[src/rtl/alu_sequencer.sv]
// Four-phase instruction sequencer with a small register file, feeding an external
// combinational ALU and capturing its result and flags.
//
// state     | meaning
// IDLE      | instr_ready high, waiting for instr_valid
// DECODE    | latched instruction selects operands and function for the ALU
// EXECUTE   | ALU inputs stable; result or immediate written on the exiting edge
// WRITEBACK | done high for one cycle, new register value already visible
module alu_sequencer #(
    parameter int DATA_W = 8,
    parameter int NREGS  = 4,
    localparam int AW    = $clog2(NREGS),
    localparam int IW    = 1 + 4 + 2 * AW + DATA_W
) (
    input  logic              clk,
    input  logic              reset,
    input  logic [IW-1:0]     instr,
    input  logic              instr_valid,
    output logic              instr_ready,
    output logic [DATA_W-1:0] alu_A,
    output logic [DATA_W-1:0] alu_B,
    output logic [3:0]        alu_F,
    input  logic [DATA_W-1:0] alu_C,
    input  logic [1:0]        alu_flags,
    output logic [1:0]        flags_q,
    output logic              done,
    input  logic [AW-1:0]     rd_addr,
    output logic [DATA_W-1:0] rd_data
);

    typedef enum logic [1:0] {
        IDLE      = 2'd0,
        DECODE    = 2'd1,
        EXECUTE   = 2'd2,
        WRITEBACK = 2'd3
    } state_t;

    state_t            state_q;
    state_t            state_d;
    logic [IW-1:0]     instr_q;
    logic [DATA_W-1:0] regs [NREGS];

    logic              load_imm;
    logic [3:0]        func;
    logic [AW-1:0]     rd;
    logic [AW-1:0]     rs;
    logic [DATA_W-1:0] imm;

    assign load_imm = instr_q[IW-1];
    assign func     = instr_q[IW-2 -: 4];
    assign rd       = instr_q[DATA_W+2*AW-1 -: AW];
    assign rs       = instr_q[DATA_W+AW-1 -: AW];
    assign imm      = instr_q[DATA_W-1:0];

    assign rd_data  = regs[rd_addr];

    always_ff @(posedge clk) begin
        if (reset) begin
            state_q <= IDLE;
        end else begin
            state_q <= state_d;
        end
    end

    always_comb begin
        state_d     = state_q;
        instr_ready = 1'b0;
        done        = 1'b0;
        case (state_q)
            IDLE: begin
                instr_ready = 1'b1;
                if (instr_valid) begin
                    state_d = DECODE;
                end
            end
            DECODE:    state_d = EXECUTE;
            EXECUTE:   state_d = WRITEBACK;
            WRITEBACK: begin
                done    = 1'b1;
                state_d = IDLE;
            end
            default:   state_d = IDLE;
        endcase
    end

    // Operands load even for immediate loads; the ALU result is simply ignored then.
    always_ff @(posedge clk) begin
        if (reset) begin
            instr_q <= '0;
            alu_A   <= '0;
            alu_B   <= '0;
            alu_F   <= '0;
            flags_q <= '0;
            for (int i = 0; i < NREGS; i++) begin
                regs[i] <= '0;
            end
        end else begin
            case (state_q)
                IDLE: begin
                    if (instr_valid) begin
                        instr_q <= instr;
                    end
                end
                DECODE: begin
                    alu_A <= regs[rd];
                    alu_B <= regs[rs];
                    alu_F <= func;
                end
                EXECUTE: begin
                    if (load_imm) begin
                        regs[rd] <= imm;
                    end else begin
                        regs[rd] <= alu_C;
                        flags_q  <= alu_flags;
                    end
                end
                default: ;
            endcase
        end
    end

endmodule
[config.mk]
export PLATFORM = sky130hd
export DESIGN_NAME = alu_sequencer
export DESIGN_NICKNAME = d
export VERILOG_FILES = /design/src/rtl/alu_sequencer.sv
export SDC_FILE = /design/constraint.sdc
export NUM_CORES = 1
export LEC_CHECK = 0
export CAP_MARGIN = 10
export CORE_ASPECT_RATIO = 1.2
export CORE_UTILIZATION = 50
export DETAILED_ROUTE_END_ITERATION = 10
export HOLD_SLACK_MARGIN = 0.05
export MAX_ROUTING_LAYER = met4
export PLACE_DENSITY_LB_ADDON = 0.12
export SLEW_MARGIN = 20
export SYNTH_ARGS = -nofsm -noshare
export SYNTH_HDL_FRONTEND = slang
export SYNTH_SLANG_ARGS = --single-unit
[constraint.sdc]
create_clock -name clk -period 5.41 [get_ports clk]
set_input_delay 0.8115 -clock clk [delete_from_list [all_inputs] [get_ports clk]]
set_output_delay 0.8115 -clock clk [all_outputs]
set_load 0.05 [all_outputs]
# Yosys cells after proc, flatten, opt, wreduce, memory -nomap -nowiden
# Memories as Yosys holds them, arrays and structs flattened. A register that Yosys moved wholly into a read port is not among the register bits.
# Cells that the tools add are included.
[word_totals]
reg_bits = 25
ramBits = 32
input_bits = 32
mem_count = 1
[classes]
eq_ne = 4
mux = 18
bitwise_logic = 2
reduce_logical = 4
[memory_table]
columns = ["name", "depth", "width", "read_ports", "rd_ports_with_merged_regs", "write_ports", "line", "source"]
rows = [
  ["regs", 4, 8, 3, 2, 4, "41", "logic [DATA_W-1:0] regs [NREGS];"],
]
[op_table]
columns = ["operator", "n"]
rows = [
  ["2-to-1 mux 8 bit", 2],
  ["2-to-1 mux 1 bit", 13],
  ["one-hot mux 2 bit (4 select lines)", 1],
  ["OR reduction 8 bit", 1],
  ["equality test 2 bit (second input constant)", 2],
  ["2-to-1 mux 2 bit", 2],
  ["AND reduction 2 bit", 2],
  ["equality test 2 x 1 -> 1 bit (second input constant)", 1],
  ["zero test 2 bit", 1],
  ["inequality test 2 bit (second input constant)", 1],
  ["NOT 1 bit", 1],
  ["OR 1 bit", 1],
]

# Longest topological paths before layout
# Gate-level depths: netlist of run 1.
[depth]
ltp_word = 7
ltp_mapped = 7
ltp_nobuf = 5

# Least setup slack after synthesis of run 1
# No wires, ideal clock.
[synth_path]
kind = "in2out"
from = "input port rd_addr[0]"
to = "output port rd_data[0]"
arrival_time_ps = 1728
setup_slack_ps = 2870
cell_stages = 2
n_path_buf = 1
path_cell_list = "buf_2 > mux4_2"
[synth_between]
elab_chain_cells = 1
[synth_rtl]
columns = ["element", "line", "source"]
rows = [
  ["start: declaration", "27", "input logic [AW-1:0] rd_addr,"],
  ["memory (4 x 8 bit)", "n/a", ""],
  ["end: declaration", "28", "output logic [DATA_W-1:0] rd_data"],
]
# No other way between the ends.

# Final worst setup path of run 1
[layout_path]
from = "input port rd_addr[0]"
to = "output port rd_data[3]"
# Same word-level chain as after synthesis.

==> impl_metrics.json, run 1 <==
{
  "setup_violations": 0,
  "vias": 2293,
  "peakVddDrop_uv": 367,
  "initial_core_util": 0.522,
  "die_y_um": 91.9,
  "gp_congestion": 0.785,
  "insertion_delay_ps": 340,
  "fin_tns_setup_ps": 0,
  "grt_pass1_wl_mm": 11.1,
  "std_cell_rows": 32,
  "wl_per_cell_um": 15.4,
  "fin_cells": 431,
  "final_hold_viol_count": 0,
  "cts_tree": "done",
  "first_iter_violations": 135,
  "relSlewSlack": 0.554,
  "numCtsBuffers": 9,
  "ys_seq_elements": 73,
  "diodes": 0,
  "core_um2": 6450,
  "syn_area_per_cell_um2": 11.8,
  "cts_root_buffer": "clkbuf_8",
  "cts_resized": 0,
  "vias_per_cell": 5.32,
  "synth_cell_types": 24,
  "antenna_found_initial": 0,
  "dp.cells": 415,
  "yosysMostFrequentCell": "nor2_1",
  "synth_ff_type": "dfxtp_1",
  "syn-num-nets": 321,
  "postCtsSetupRepairBufs": 0,
  "critPathArrivalTime_ps": 2950,
  "worstSetupStartpointType": "primary input",
  "synthCells": 284,
  "track_usage": 0.212,
  "die-area_um2": 7060,
  "rr_startpoint": "state_q[0]$_SDFFE_PP0P_",
  "post-route-period-util": 0.695,
  "cts.sinks": 73,
  "crit_fanout": 8,
  "grt_pass1_vias": 2333,
  "fin_worst_skew_ps": 5.52,
  "final_max_slew_viol_count": 0,
  "synth.area.top_cells": "edfxtp_1 29%, dfxtp_1 24%, mux4_2 15%, mux2i_1 7.1%, nor2_1 5.6%",
  "p_leak_nw": 1.55,
  "status": "finished, final reports clean",
  "routed_wirelength_mm": 6.64,
  "clockBufferDepth": 2,
  "nets": 378,
  "required_ps": 4600,
  "hold_buffers": 0,
  "clk_pin_slew_worst_paths_ps": 70,
  "grt_max_degree": 37,
  "crit_type": "primary input to primary output",
  "drc": 0,
  "synthTopCellsByCount": "50 x nor2_1, 42 x nand2_1, 41 x dfxtp_1",
  "die_w_um": 76.9,
  "seq_area_frac_synth": 0.530,
  "ctsHtreeMaxLevel": 3,
  "max_cap_viol_count": 0,
  "first_pass_iters": 4,
  "yosysTopAreaCell": "edfxtp_1",
  "ant_nets": 0,
  "syn_to_final_growth_pct": 25.3,
  "grt_remaining_overflow": 0,
  "hpwlAfterDp_mm": 4.87,
  "power_density_nw_per_um2": 403,
  "worstHoldStart": "instr_q[7]$_SDFFE_PP0P_",
  "layout_min_cycle_time_ps": 3760,
  "syn-cell-area_um2": 3360,
  "p_total_mw": 1.70,
  "layout-drive-gt1-share": 0.133,
  "hold_path.class": "flip-flop to flip-flop",
  "ys_warn_count": 0,
  "async_flop_share": 0,
  "tightest_slew_ps": 668,
  "fmax_mhz": 266,
  "cp-startpoint": "rd_addr[0]",
  "io_buffers": 63,
  "synth-edff-count": 32,
  "synth_top_area_frac": 0.286,
  "cp-end-kind": "primary output",
  "io_pins": 64,
  "rsz0062_at_grt": "false"
}
[critical path: stages]
cell and delay [ps]:
clkdlybuf4s50_1 830, mux4_2 590, clkdlybuf4s50_1 720
[sequential cells by signal, indices dropped and copies added, names as in the netlist]
name / cells
regs: 32
instr_q: 17
alu_A: 8
alu_B: 8
alu_F: 4
flags_q: 2
state_q: 2
[layout make-up]
class | count | area [um^2]
clock buffers | 14 | 184
clock inverters | 2 | 10.0
inverters | 9 | 33.8
well taps | 85 | 106
multi-input cells | 183 | 1460
flip-flops and latches | 73 | 1780
repair buffers | 65 | 646
fillers | 536 | 2230
[cells by family (layout without fill, tap and decap cells)]
group | count (synthesis) | count (layout) | synth area share
multiplexers | 55 | 55 | 0.258
flip-flops | 73 | 73 | 0.530
AND/OR/NAND/NOR | 104 | 104 | 0.126
buffers and inverters | 28 | 90 | 0.0379
adder cells (fa/ha/maj) | 5 | 5 | 0.0186
AO/OA/AOI/OAI | 19 | 19 | 0.0301
[cells in the final DEF, fill, tap and decap left out, types with 5 or more instances in the layout]
cell             synthesis  layout
nand2b_1                 6       6
mux4_2                  22      22
ha_1                     5       5
dfxtp_1                 41      41
clkbuf_8                 0      11
nor2_1                  50      50
inv_1                    9       9
nand2_1                 42      42
mux2_2                   7       7
a21oi_1                 17      17
clkdlybuf4s50_1          0      63
mux2i_1                 24      24
edfxtp_1                32      32
[stage by stage]
stage	utilization	setup WS (ps)	hold WS [ps]	cell area (um^2)
3_3_place_gp	0.624	1640	439	4020
2_1_floorplan	-	2870	433	3360
6_report	0.654	1650	453	4220
3_5_place_dp	0.624	1630	444	4020
4_1_cts	0.654	1620	455	4220
5_1_grt	0.654	1560	474	4220
[layer usage]
metal / global-route usage / wire length (um) / share of wire / up-vias
li1: - / - / - / 1111
met1: 0.250 / 2910 / 0.44 / 1092
met2: 0.347 / 3360 / 0.51 / 79
met3: 0.0438 / 269 / 0.041 / 11
met4: 0.0946 / 97 / 0.015 / 0
met5: - / 0 / 0 / -
[report_power, final]
group	total, mW	switching (mW)	internal [mW]
sequential	0.718	0.0675	0.650
combinational	0.573	0.332	0.242
clock	0.410	0.192	0.219
[path summary, 6_finish.rpt]
path	cells after the start	slack, ps	endpoint
max	3	1650	rd_data[3]
min	2	450	instr_q[7]$_SDFFE_PP0P_
max reg2reg	5	3030	regs[2][5]$_SDFFCE_PN0P_
min reg2reg	2	450	instr_q[7]$_SDFFE_PP0P_
Note: power is estimated with default switching activity, not from simulation.
==> inputs of run 2 (changes only) <==
clock period = 3.8 ns   (was 5.41 ns; I/O delays follow)
==> impl_metrics.json, run 2 (synthesis results as in run 1) <==
{
  "status": "finished, final reports clean",
  "die-area_um2": 7060,
  "grt_max_degree": 36,
  "grt_remaining_overflow": 0,
  "drc": 0,
  "fmax_mhz": 328,
  "seqCellArea_um2": 1780,
  "grt_pass1_wl_mm": 11.0,
  "track_usage": 0.214,
  "peakVddDrop_uv": 403,
  "die_w_um": 76.9,
  "hpwlAfterDp_mm": 4.83,
  "first_iter_violations": 147,
  "final_cell_mix": "63 x clkdlybuf4s50_1, 50 x nor2_1, 42 x nand2_1, 41 x dfxtp_1, 32 x edfxtp_1",
  "required_ps": 3230,
  "reg2reg_to": "regs[2][6]$_SDFFCE_PN0P_",
  "reg2regPathDepth": 5,
  "cts.sinks": 73,
  "final_common_cell": "clkdlybuf4s50_1",
  "crit_fanout": 8,
  "nets": 379,
  "diodes": 0,
  "initial_core_util": 0.522,
  "std_cell_rows": 32,
  "io_buffers": 63,
  "top_regs": "regs: 32 flops, instr_q: 17 flops",
  "vias": 2256,
  "wl_per_cell_um": 15.4,
  "regMostFlops": "regs",
  "multi_input_area_um2": 1460,
  "vias_per_cell": 5.22,
  "post-route-period-util": 0.803,
  "die_y_um": 91.9,
  "syn_to_final_growth_pct": 24.6,
  "postCtsSetupRepairBufs": 0,
  "layout_min_cycle_time_ps": 3050,
  "insertion_delay_ps": 350,
  "gp_congestion": 0.801,
  "antenna_found_initial": 0,
  "ctsHtreeMaxLevel": 3,
  "power_density_nw_per_um2": 562,
  "cp-end-kind": "primary output",
  "io_pins": 64,
  "p_leak_nw": 1.54,
  "clockBufferDepth": 2,
  "hold_path.class": "flip-flop to flip-flop",
  "numCtsBuffers": 9,
  "rsz0062_at_grt": "false",
  "hold_depth": 2,
  "setup_violations": 0,
  "final_hold_viol_count": 0,
  "relSlewSlack": 0.544,
  "setup_slack_ps": 748,
  "clk_pin_slew_worst_paths_ps": 70,
  "max_cap_viol_count": 0,
  "grt_pass1_vias": 2233,
  "cts_root_buffer": "clkbuf_8",
  "routed_wirelength_mm": 6.67,
  "first_pass_iters": 4,
  "final_max_slew_viol_count": 0,
  "worstHoldStart": "instr_q[4]$_SDFFE_PP0P_",
  "nFillCells": 526,
  "critPathArrivalTime_ps": 2480,
  "holdPathEnd": "instr_q[4]$_SDFFE_PP0P_",
  "rr_startpoint": "state_q[0]$_SDFFE_PP0P_",
  "cts_resized": 0,
  "ant_nets": 0,
  "fin_worst_skew_ps": 6.68,
  "worstSetupStartpointType": "primary input",
  "r2r_slack_ps": 1420,
  "largest_register_ffs": 32,
  "layout-drive-gt1-share": 0.135,
  "cts_tree": "done",
  "crit_type": "primary input to primary output",
  "core_um2": 6450,
  "place_ws_ps": 737,
  "fin_tns_setup_ps": 0,
  "tightest_slew_ps": 682,
  "hold_buffers": 0
}
run 2: cell types whose count changed in the layout (fill, tap and decap cells not counted):
cell | before | now
clkinvlp_4 | 0 | 1
clkinv_1 | 0 | 1
clkinv_4 | 0 | 1
clkinv_2 | 2 | 3
buf_4 | 2 | 3
clkbuf_16 | 1 | 0
clkbuf_1 | 2 | 1
clkbuf_8 | 11 | 9
run 2: how the worst max path moves through the flow:
stage	start	endpoint	slack (ps)	cells after the start
floorplan	rd_addr[0]	rd_data[0]	1740	2
global placement	rd_addr[0]	rd_data[6]	750	4
detailed placement	rd_addr[0]	rd_data[5]	740	4
CTS	rd_addr[0]	rd_data[5]	740	4
global route	rd_addr[0]	rd_data[2]	700	4
finish	rd_addr[0]	rd_data[5]	750	4
run 2: through the flow:
stage          power, mW  std cells  hold slack (ps)  area [um^2]   util
2_1_floorplan       1.64        284              433         3360      -
3_3_place_gp        1.85        416              439         4030  0.625
3_5_place_dp        1.87        416              443         4030  0.625
4_1_cts             2.38        432              454         4190  0.650
5_1_grt             2.48        432              476         4190  0.650
6_report            2.36        432              453         4190  0.650
run 2: report_power, final:
group / total, mW / leakage [nW] / switching [mW] / internal (mW)
combinational: 0.826 / 0.791 / 0.480 / 0.345
clock: 0.510 / 0.0835 / 0.278 / 0.232
sequential: 1.02 / 0.666 / 0.0943 / 0.926
total: 2.36 / 1.54 / 0.852 / 1.50
run 2: routing by layer:
layer | GRT usage | routed length [um]
met5 | - | 0
met4 | 0.131 | 159
met3 | 0.0338 | 266
met2 | 0.347 | 3290
met1 | 0.250 | 2950
run 2: final cells by class:
cell class                      count  share of cell area
Sequential cell                    73               0.425
Multi-Input combinational cell    183               0.347
Timing Repair Buffer               66               0.156
Clock buffer                       10              0.0304
Tap cell                           85              0.0254
Clock inverter                      6             0.00836
Inverter                            9             0.00806
run 2: critical path, cell delays in order:
cell and delay, ps:
clkdlybuf4s50_1 450, buf_4 200, mux4_2 530, clkdlybuf4s50_1 720
==> inputs of run 3 (changes only) <==
CORE_UTILIZATION = 47   (was 50)
clock period = 2.45 ns   (was 3.8 ns; I/O delays follow)
==> impl_metrics.json, run 3 (synthesis results as in run 1) <==
{
  "grt_remaining_overflow": 0,
  "top_regs": "regs: 32 flops, instr_q: 17 flops",
  "status": "finished, final reports clean",
  "diodes": 0,
  "vias_per_cell": 5.18,
  "first_pass_iters": 4,
  "worstSetupStartpointType": "flip-flop",
  "rr_startpoint": "state_q[0]$_SDFFE_PP0P_",
  "dp.cells": 423,
  "largest_register_ffs": 32,
  "fin_cells": 439,
  "p_leak_nw": 1.59,
  "layout-drive-gt1-share": 0.173,
  "track_usage": 0.205,
  "reg2regPathDepth": 5,
  "std_cell_rows": 33,
  "ant_nets": 0,
  "core_um2": 6900,
  "io_pins": 64,
  "placed_area_um2": 4050,
  "setup_violations": 0,
  "wl_per_cell_um": 14.7,
  "path_cells": "inv_1, ha_1, clkdlybuf4s50_1",
  "nFillCells": 579,
  "final_max_slew_viol_count": 0,
  "stdcell_area_um2": 4240,
  "p_switching_mw": 1.32,
  "slowest_delay_ps": 820,
  "drc": 0,
  "hold_slack_ps": 455,
  "final_common_cell": "clkdlybuf4s50_1",
  "cp-end-kind": "primary output",
  "cts_root_buffer": "clkbuf_8",
  "cp-startpoint": "state_q[0]$_SDFFE_PP0P_",
  "insertion_delay_ps": 350,
  "first_iter_violations": 149,
  "regMostFlops": "regs",
  "cts_resized": 0,
  "critPathArrivalTime_ps": 1840,
  "cts.sinks": 73,
  "clockBufferDepth": 2,
  "initial_core_util": 0.488,
  "die_y_um": 94.7,
  "swShare": 0.351,
  "vias": 2273,
  "crit_type": "flip-flop to primary output",
  "hold_buffers": 0,
  "pwr-share-clk": 0.241,
  "peakVddDrop_uv": 611,
  "ctsHtreeMaxLevel": 3,
  "r2r_slack_ps": 600,
  "post-route-period-util": 0.903,
  "pwr-share-comb": 0.339,
  "syn_to_final_growth_pct": 26.1,
  "nets": 384,
  "reg2reg_to": "regs[1][4]$_SDFFCE_PN0P_",
  "antenna_found_initial": 0,
  "final_hold_viol_count": 0,
  "numCtsBuffers": 9,
  "critPathSlowestCell": "clkdlybuf4s50_1",
  "layout_min_cycle_time_ps": 2210,
  "hpwlAfterDp_mm": 4.81,
  "required_ps": 2080,
  "seqPwrFrac": 0.420,
  "postCtsSetupRepairBufs": 0,
  "final_cell_mix": "55 x clkdlybuf4s50_1, 50 x nor2_1, 42 x nand2_1, 41 x dfxtp_1, 32 x edfxtp_1",
  "cts_tree": "done",
  "relSlewSlack": 0.528,
  "fin_worst_skew_ps": 4.50,
  "grt_pass1_vias": 2195,
  "routed_wirelength_mm": 6.47,
  "fmax_mhz": 452,
  "hold_path.class": "flip-flop to flip-flop",
  "p_total_mw": 3.77,
  "die_w_um": 79.2,
  "rsz0062_at_grt": "false",
  "io_buffers": 63,
  "fin_tns_setup_ps": 0,
  "die-area_um2": 7500,
  "gp_congestion": 0.870,
  "crit_fanout": 4,
  "grt_max_degree": 42,
  "clk_pin_slew_worst_paths_ps": 70,
  "endpoint": "instr_ready",
  "power_density_nw_per_um2": 890,
  "tightest_slew_ps": 707,
  "max_cap_viol_count": 0,
  "internal_power_mw": 2.45,
  "grt_pass1_wl_mm": 11.0
}
[run 3: cell types whose count changed in the layout (fill, tap and decap cells not counted), sizes merged]
| cell | change |
|---|---|
| buf | +13 |
| bufinv | +1 |
| clkbuf | -1 |
| clkdlybuf4s50 | -8 |
| clkinv | -2 |
| inv | +2 |
[run 3: final cells by class]
type | instances | area [um^2] | share of cell area
Sequential cell | 73 | 1780 | 0.420
Timing Repair Buffer | 71 | 671 | 0.158
Clock inverter | 7 | 68.8 | 0.0162
Multi-Input combinational cell | 183 | 1460 | 0.343
Inverter | 9 | 33.8 | 0.00796
Clock buffer | 9 | 124 | 0.0292
Tap cell | 87 | 109 | 0.0257
[run 3: worst max-delay path: cells and delay by family, from the launching register on]
family / cells / cell delay, ps
flops: 1 / 350
fa+ha+maj: 1 / 210
buf+inv: 2 / 940
[run 3: per-stage QoR]
step                       util  setup WS [ps]
final                     0.615            238
after global routing      0.615            164
after CTS                 0.615            225
after detailed placement  0.587            285
after global placement    0.587            279
after floorplan               -            693
[run 3: how the worst min path moves through the flow]
stage | from | end | slack [ps] | cells after the start
final | instr_q[1]$_SDFFE_PP0P_ | instr_q[1]$_SDFFE_PP0P_ | 460 | 2
after global routing | instr_q[3]$_SDFFE_PP0P_ | instr_q[3]$_SDFFE_PP0P_ | 470 | 2
after CTS | instr_q[3]$_SDFFE_PP0P_ | instr_q[3]$_SDFFE_PP0P_ | 460 | 2
after detailed placement | instr_q[3]$_SDFFE_PP0P_ | instr_q[3]$_SDFFE_PP0P_ | 440 | 2
after global placement | instr_q[5]$_SDFFE_PP0P_ | instr_q[5]$_SDFFE_PP0P_ | 440 | 2
after floorplan | instr_q[0]$_SDFFE_PP0P_ | instr_q[0]$_SDFFE_PP0P_ | 430 | 2
[run 3: metal layers]
layer,part of all wire,global-route usage
met5,0,-
met4,0.020,0.0924
met3,0.045,0.0464
met2,0.50,0.326
met1,0.44,0.250
[run 3: power groups by stage]
| stage | clock network, mW | logic [mW] | registers (mW) |
|---|---|---|---|
| 2_1_floorplan | 0 | 0.790 | 1.75 |
| 3_3_place_gp | 0 | 1.27 | 1.61 |
| 3_5_place_dp | 0 | 1.29 | 1.61 |
| 4_1_cts | 0.940 | 1.29 | 1.59 |
| 5_1_grt | 0.990 | 1.38 | 1.61 |
| 6_report | 0.911 | 1.28 | 1.58 |
